**config.mk**
```make
export PLATFORM = sky130hd
export DESIGN_NAME = amba_apb_slv
export DESIGN_NICKNAME = d
export VERILOG_FILES = /design/src/rtl/amba_apb_pkg.sv /design/src/rtl/amba_apb_regfile.sv /design/src/rtl/amba_apb_slv.sv
export SDC_FILE = /design/constraint.sdc
export NUM_CORES = 1
export LEC_CHECK = 0
export ABC_AREA = 1
export BUFFER_PORTS_ARGS = -buffer_cell sky130_fd_sc_hd__buf_4
export CAP_MARGIN = 15
export CORE_MARGIN = 3
export CORE_UTILIZATION = 55
export CTS_BUF_LIST = sky130_fd_sc_hd__clkbuf_8
export DETAILED_ROUTE_END_ITERATION = 12
export PLACE_DENSITY = 0.76
export SLEW_MARGIN = 20
export SYNTH_ARGS = -nofsm -noshare
export SYNTH_HDL_FRONTEND = slang
export SYNTH_SLANG_ARGS = --single-unit
```
**constraint.sdc**
```tcl
create_clock -name Pclk -period 1.95 [get_ports Pclk]
set_input_delay 0.195 -clock Pclk [delete_from_list [all_inputs] [get_ports Pclk]]
set_output_delay 0.195 -clock Pclk [all_outputs]
set_load 0.005 [all_outputs]
```
**src/rtl/amba_apb_pkg.sv**
```systemverilog
// amba_apb_pkg: state encoding, default base address and opcodes shared by the APB slave and its master
package amba_apb_pkg;
  typedef enum logic [1:0] {IDLE, WAIT, READY} apb_state_e;
  localparam logic [31:0] APB_BASE_ADDR = 32'hA000;
  localparam logic APB_READ = 1'b0;
  localparam logic APB_WRITE = 1'b1;
endpackage

```
**src/rtl/amba_apb_regfile.sv**
```systemverilog
// amba_apb_regfile: read/write registers plus a read-only transfer counter in the top slot
module amba_apb_regfile #(
  parameter int NUM_REGS = 8
) (
  input  logic                        Pclk,
  input  logic                        Prst,
  input  logic                        we,
  input  logic [$clog2(NUM_REGS)-1:0] widx,
  input  logic [31:0]                 wdata,
  input  logic                        inc,
  input  logic [$clog2(NUM_REGS)-1:0] ridx,
  output logic [31:0]                 rdata
);
  localparam int IW = $clog2(NUM_REGS);
  localparam logic [IW-1:0] LAST = IW'(NUM_REGS - 1);
  logic [31:0] regs [NUM_REGS];
  logic [31:0] cnt;
  always_comb rdata = ridx == LAST ? cnt : regs[ridx];
  always_ff @(posedge Pclk) begin
    if (!Prst) begin
      regs <= '{default: '0};
      cnt <= '0;
    end else begin
      if (we && widx != LAST) regs[widx] <= wdata;
      if (inc) cnt <= cnt + 32'd1;
    end
  end
endmodule

```
**src/rtl/amba_apb_slv.sv**
```systemverilog
// amba_apb_slv: APB slave with a register file, fixed wait states and a completed-transfer counter
module amba_apb_slv
  import amba_apb_pkg::*;
#(
  parameter logic [31:0] BASE_ADDR   = APB_BASE_ADDR,
  parameter int          NUM_REGS    = 8,
  parameter int          WAIT_CYCLES = 0
) (
  input  logic        Pclk,
  input  logic        Prst,
  input  logic [31:0] Paddr,
  input  logic        PSELx,
  input  logic        P_en,
  input  logic        P_WR,
  input  logic [31:0] PWdata,
  output logic [31:0] PRdata,
  output logic        P_ready,
  output logic        P_slverr
);
  localparam int IW = $clog2(NUM_REGS);
  localparam logic [IW-1:0] LAST = IW'(NUM_REGS - 1);
  localparam logic [32:0] SPAN = 33'(4 * NUM_REGS);
  apb_state_e state;
  logic [3:0] wcnt;
  logic [IW-1:0] idx, a_idx, ridx;
  logic [32:0] off;
  logic [31:0] a_wdata, rdata, r_data;
  logic err, a_err, a_wr, r_err, r_wr, done, we, inc;
  // a borrow from the subtraction lands above SPAN, so one compare covers both range ends
  always_comb begin
    off = {1'b0, Paddr} - {1'b0, BASE_ADDR};
    idx = off[IW+1:2];
    err = off >= SPAN || Paddr[1:0] != 2'b00 || (P_WR == APB_WRITE && idx == LAST);
    ridx = state == IDLE ? idx : a_idx;
    r_err = state == IDLE ? err : a_err;
    r_wr = state == IDLE ? P_WR : a_wr;
    r_data = r_err || r_wr != APB_READ ? '0 : rdata;
    done = state == READY && PSELx && P_en;
    we = done && a_wr == APB_WRITE && !a_err;
    inc = done && !a_err;
  end
  amba_apb_regfile #(.NUM_REGS(NUM_REGS)) u_rf (
    .Pclk(Pclk), .Prst(Prst), .we(we), .widx(a_idx), .wdata(a_wdata),
    .inc(inc), .ridx(ridx), .rdata(rdata)
  );
  always_ff @(posedge Pclk) begin
    if (!Prst) begin
      state <= IDLE;
      wcnt <= '0;
      a_idx <= '0;
      a_wr <= 1'b0;
      a_err <= 1'b0;
      a_wdata <= '0;
      P_ready <= 1'b0;
      P_slverr <= 1'b0;
      PRdata <= '0;
    end else begin
      case (state)
        IDLE: if (PSELx && !P_en) begin
          a_idx <= idx;
          a_wr <= P_WR;
          a_err <= err;
          a_wdata <= PWdata;
          if (WAIT_CYCLES == 0) begin
            state <= READY;
            P_ready <= 1'b1;
            P_slverr <= r_err;
            PRdata <= r_data;
          end else begin
            state <= WAIT;
            wcnt <= 4'(WAIT_CYCLES);
          end
        end
        WAIT: if (!PSELx) begin
          state <= IDLE;
          wcnt <= '0;
        end else if (wcnt == 4'd1) begin
          state <= READY;
          wcnt <= '0;
          P_ready <= 1'b1;
          P_slverr <= r_err;
          PRdata <= r_data;
        end else begin
          wcnt <= wcnt - 4'd1;
        end
        READY: if (!PSELx || P_en) begin
          state <= IDLE;
          P_ready <= 1'b0;
          P_slverr <= 1'b0;
          PRdata <= '0;
        end
        default: state <= IDLE;
      endcase
    end
  end
endmodule

```
## Word level (Yosys, flattened, before mapping)

Cells that the tools add are included.

| cells by class | value |
|---|---|
| add/subtract/negate cells | 3 |
| magnitude comparators | 4 |
| equality and inequality tests | 11 |
| mux-type cells | 32 |
| bitwise logic cells | 2 |
| reduce and logical (&&, ||, !) cells | 22 |

Operator list:

| operator | number |
|---|---|
| $mux W32 | 9 |
| $bwmux W256 | 1 |
| $bmux W32 S3 | 1 |
| $demux W32 S3 | 1 |
| $pmux W32 S3 | 1 |
| $ge A33 B6 Y1 const B | 1 |
| $sub A32 B16 Y33 const B | 1 |
| $add A32 B1 Y32 const B | 1 |
| $logic_and A1 B1 Y1 | 9 |
| $mux W1 | 9 |
| $ge A4 B4 Y1 const B | 2 |
| $mux W2 | 4 |
| $mux W4 | 2 |
| $not A3 Y4 | 2 |
| $eq A3 B3 Y1 const B | 2 |
| $ne A3 B3 Y1 const B | 2 |
| $pmux W1 S3 | 2 |
| $pmux W2 S3 | 1 |
| $reduce_and A5 Y1 | 1 |
| $eq A4 B1 Y1 const B | 1 |
| $logic_or A1 B1 Y1 | 4 |
| $lt A4 B1 Y1 const B | 1 |
| $ne A2 B1 Y1 const B | 2 |
| $ne A2 B2 Y1 const B | 2 |
| other kinds (10) | 12 |

| storage, ports and cells | value |
|---|---|
| register bits | 365 |
| bits of input ports | 69 |
| logic and storage cells | 92 |

## Longest topological paths before layout

| depth | value |
|---|---|
| word-level depth | 11 |
| depth in mapped cells | 18 |
| gate-level depth less buffers | 17 |

## Hierarchy

A second synthesis with hierarchy kept.

| unflattened totals | value |
|---|---|
| cells, all modules | 2299 |
| area, all modules | 15363.5 um^2 |

By module, submodules not included:

| module | instances | cells an instance | area each (um^2) | sequential area each (um^2) |
|---|---|---|---|---|
| amba_apb_regfile | 1 | 1762 | 11732.5 | 5124.9 |
| amba_apb_slv | 1 | 537 | 3631.0 | 1421.4 |

## Worst setup path before layout

No wires, ideal clock.

| timing | value |
|---|---|
| kind | register to register |
| from | register, netlist name P_ready |
| to | register PRdata[10] |
| arrival | 1913 ps |
| required time | 1880 ps |
| slack | -33 ps |
| cell stages (with the launch flop) | 11 |
| path buffers | 3 |
| path through | dfxtp_1 buf_4 inv_2 ha_1 clkbuf_1 nor2_1 clkbuf_1 nand2_1 nor2_1 nand2_1 a21oi_1 |

RTL lines:

| element | RTL line | RTL |
|---|---|---|
| end signal: assignment | amba_apb_slv.sv:68 | `PRdata <= r_data;` |
| end signal: assignment | amba_apb_slv.sv:82 | `PRdata <= r_data;` |
| end: declaration | amba_apb_slv.sv:16 | `output logic [31:0] PRdata,` |

==> flow_summary.json <==
{
  "antenna_found_initial": 0,
  "num_vias": 15090,
  "cap_violations": 0,
  "crit_top_cell": "buf_4",
  "clkLatencyLatePin_ns": 0.59,
  "synthCells": 2157,
  "dp_hpwl_mm": 27.54,
  "synth_ff_type": "dfxtp_1",
  "rr_worst_depth": 10,
  "first_iter_violations": 1642,
  "synthArstFlopShare_pct": 0,
  "critical_path.startpoint_type": "register",
  "cts_max_level": 2,
  "via_per_inst": 5.651,
  "required_ns": 2.40,
  "rsz0062_at_grt": "true",
  "clkSlewWorstSetupHoldPaths_ns": 0.06,
  "wl_per_cell_um": 16.65,
  "slowest_delay_ns": 0.38,
  "p_sw_mw": 4.802,
  "dr.pass1.iters": 6,
  "r2r_start": "P_ready$_SDFFE_PN0P_",
  "initial_utilization_pct": 56.09,
  "p_leak_nw": 7.649,
  "syn_area_um2": 14660,
  "yosysWarnings": 0,
  "relSlewSlack_pct": 69.04,
  "worst_pin_slew_ns": 0.4644,
  "grt_overflow": 0,
  "holdPathStages": 3,
  "dieWidth_um": 169.2,
  "combPwrFrac_pct": 18.9,
  "synth-seq-cells": 327,
  "p_per_area_nw_per_um2": 896.3,
  "ys_seq_area_share_pct": 44.66,
  "hold_violations": 0,
  "path_cells": "buf_4, nand4_4, nor2_2, nand2_1, buf_4, nor2_2, inv_1, buf_4, nor2_1, nor2_1",
  "reg2reg_slack_ns": 0.02,
  "drive_above_1_share_pct": 14.00,
  "slowest_stage": "dfxtp_4",
  "drtAntennaViolNets": 0,
  "fin_crit_ns": 1.935,
  "endpoint_kind": "register",
  "die_h_um": 169.2,
  "wl_mm": 44.48,
  "arrival_ns": 2.38,
  "fmax_mhz": 516.9,
  "period_share_pct": 99.21,
  "grt_max_degree": 121,
  "hp-class": "input pin to register",
  "place_area_um2": 16140,
  "diodes": 0,
  "place_congestion": 0.9093,
  "grt.total_usage_pct": 29.83,
  "grt_pass1_vias": 14220,
  "yosysMostFrequentCell": "nor2_1",
  "seqPwrFrac_pct": 43.8,
  "drc_errors": 0,
  "die-area_um2": 28640,
  "cts.sinks": 327,
  "status": "complete, no violations",
  "core_um2": 26130,
  "min_from": "Paddr[3]",
  "skew_ns": 0.04064,
  "synth_top_area_share_pct": 44.66,
  "crit_fanout": 22,
  "cts_root_buf": "clkbuf_8",
  "grt_pass1_wl_mm": 70.95,
  "syn_to_final_growth_pct": 21.97,
  "synth_nets": 2231,
  "final_area_um2": 17880,
  "ios": 103,
  "hold-path-endpoint": "a_idx[1]$_SDFFE_PN0P_",
  "register_area_um2": 6550,
  "vdd_drop_max_mv": 0.5880,
  "stdcell_count": 2671,
  "critPathKind": "register to register",
  "rows": 59,
  "drv_slew": 0,
  "synth.largest_area_cell": "dfxtp_1",
  "avgSynthCellArea_um2": 6.795,
  "clock_path_buffers": 3,
  "switching_share_pct": 29.97,
  "clockPowerShare_pct": 37.2,
  "p_int_mw": 11.22,
  "finalSetupViolations": 0,
  "numCtsBuffers": 53,
  "synth-edff-count": 0,
  "num-nets-final": 2372,
  "n_fill_cell": 2190,
  "multiInputGateArea_um2": 7117,
  "synthDistinctLibCells": 38,
  "dp_cells": 2534,
  "netlist_top_cells_count": "550 x nor2_1, 395 x o21ai_0, 327 x dfxtp_1, 219 x a21oi_1, 196 x nand2_1",
  "synthTopCellsByArea": "dfxtp_1 45%, nor2_1 14%, o21ai_0 13%",
  "io_buffers": 102,
  "r2r-end": "u_rf.regs[127]$_SDFFE_PN0P_",
  "cts_tree": "yes"
}
[per-layer routing]
layer	vias up	wire length (µm)	GRT usage (%)
met5	-	0	0
met4	0	1054	9.104
met3	91	3834	4.799
met2	687	20590	49.12
met1	6970	19000	40.63
li1	7346	-	-
[repair_timing]
action                                  in CTS  in global routing
resized for setup                            8                 47
cloned                                       0                  4
endpoints found under the setup margin     144                139
pin swaps                                    0                 12
hold endpoints to repair                    52                  0
hold buffers                                36                  0
buffers inserted                             0                  4
[registers in the layout, summed over array words and instances, names as in the netlist]
signal / count
u_rf.regs: 224
PRdata: 32
a_wdata: 32
u_rf.cnt: 32
a_idx: 3
P_ready: 1
P_slverr: 1
a_err: 1
a_wr: 1
[logic make-up after synthesis]
logic type / count (synthesis) / synth area share, %
AOI/OAI and AO/OA: 640 / 22.09
xor gates and xnor gates: 8 / 0.4781
adders and majority gates: 5 / 0.4268
buffers and inverters: 290 / 7.777
DFF: 327 / 44.66
and+or+nand+nor: 887 / 24.56
[critical path: cells and delay by family, from the launching register on]
kind                   cells  cell delay (ns)
and+or+nand+nor            6             0.83
buffers and inverters      4             0.59
DFF                        1             0.38
[stage by stage]
step           worst slack [ns]  TNS, ns  total power [mW]  hold WS [ns]  utilization, %
2_1_floorplan          -0.03335  -0.9317             8.808        0.3299               -
3_3_place_gp           -0.09465   -2.785             9.841        0.4165           61.77
3_5_place_dp            -0.1936   -7.946             9.877        0.4220           61.77
4_1_cts                 0.02426        0             15.81      0.007070           67.40
5_1_grt                 -0.1075   -4.369             16.68       0.02927           68.41
6_report                0.01536        0             16.02       0.02625           68.41
[power groups by stage]
stage	logic, mW	clock network [mW]	registers (mW)
2_1_floorplan	1.74	0	7.06
3_5_place_dp	2.72	0	7.16
6_report	3.03	5.97	7.02
4_1_cts	2.79	6.00	7.01
3_3_place_gp	2.69	0	7.15
5_1_grt	3.33	6.32	7.04
[layout by cell type (no fill, tap or decap), types with 3 or more instances in the layout]
master	netlist	final
a21oi_1	219	211
a21oi_2	0	8
buf_12	0	17
buf_4	4	162
buf_6	3	9
clkbuf_16	0	4
clkbuf_8	0	72
clkinv_2	0	3
dfxtp_1	327	326
dlygate4sd3_1	0	36
ha_1	5	5
inv_1	141	153
inv_2	5	7
nand2_1	196	194
nand2_2	3	4
nand3_1	55	54
nand3b_1	5	5
nand4_1	14	14
nor2_1	550	536
nor2_2	9	18
nor2_4	1	6
nor3_1	46	45
o211ai_1	5	5
o21a_1	3	3
o21ai_0	395	387
o21ai_1	12	18
o21bai_1	3	3
xor2_1	7	7
[worst max-delay path by stage]
| stage | start | end | slack [ns] |
|---|---|---|---|
| 2_1_floorplan | P_ready$_SDFFE_PN0P_ | PRdata[10]$_SDFFE_PN0P_ | -0.03 |
| 3_3_place_gp | Paddr[14] | PRdata[22]$_SDFFE_PN0P_ | -0.09 |
| 3_5_place_dp | Paddr[14] | PRdata[6]$_SDFFE_PN0P_ | -0.19 |
| 4_1_cts | P_ready$_SDFFE_PN0P_ | PRdata[7]$_SDFFE_PN0P_ | 0.02 |
| 5_1_grt | P_ready$_SDFFE_PN0P_ | u_rf.regs[56]$_SDFFE_PN0P_ | -0.11 |
| 6_report | P_ready$_SDFFE_PN0P_ | u_rf.regs[127]$_SDFFE_PN0P_ | 0.02 |
[layout make-up]
cell class                 count  share of cell area [%]
clock buffer                  72                   5.543
timing repair buffer         229                   12.00
sequential                   327                   36.64
tap                          335                   2.345
multi-input combinational   1540                   39.81
inverter                     147                   3.129
clock inverter                21                  0.5319
(Power assumes the default switching activity.)
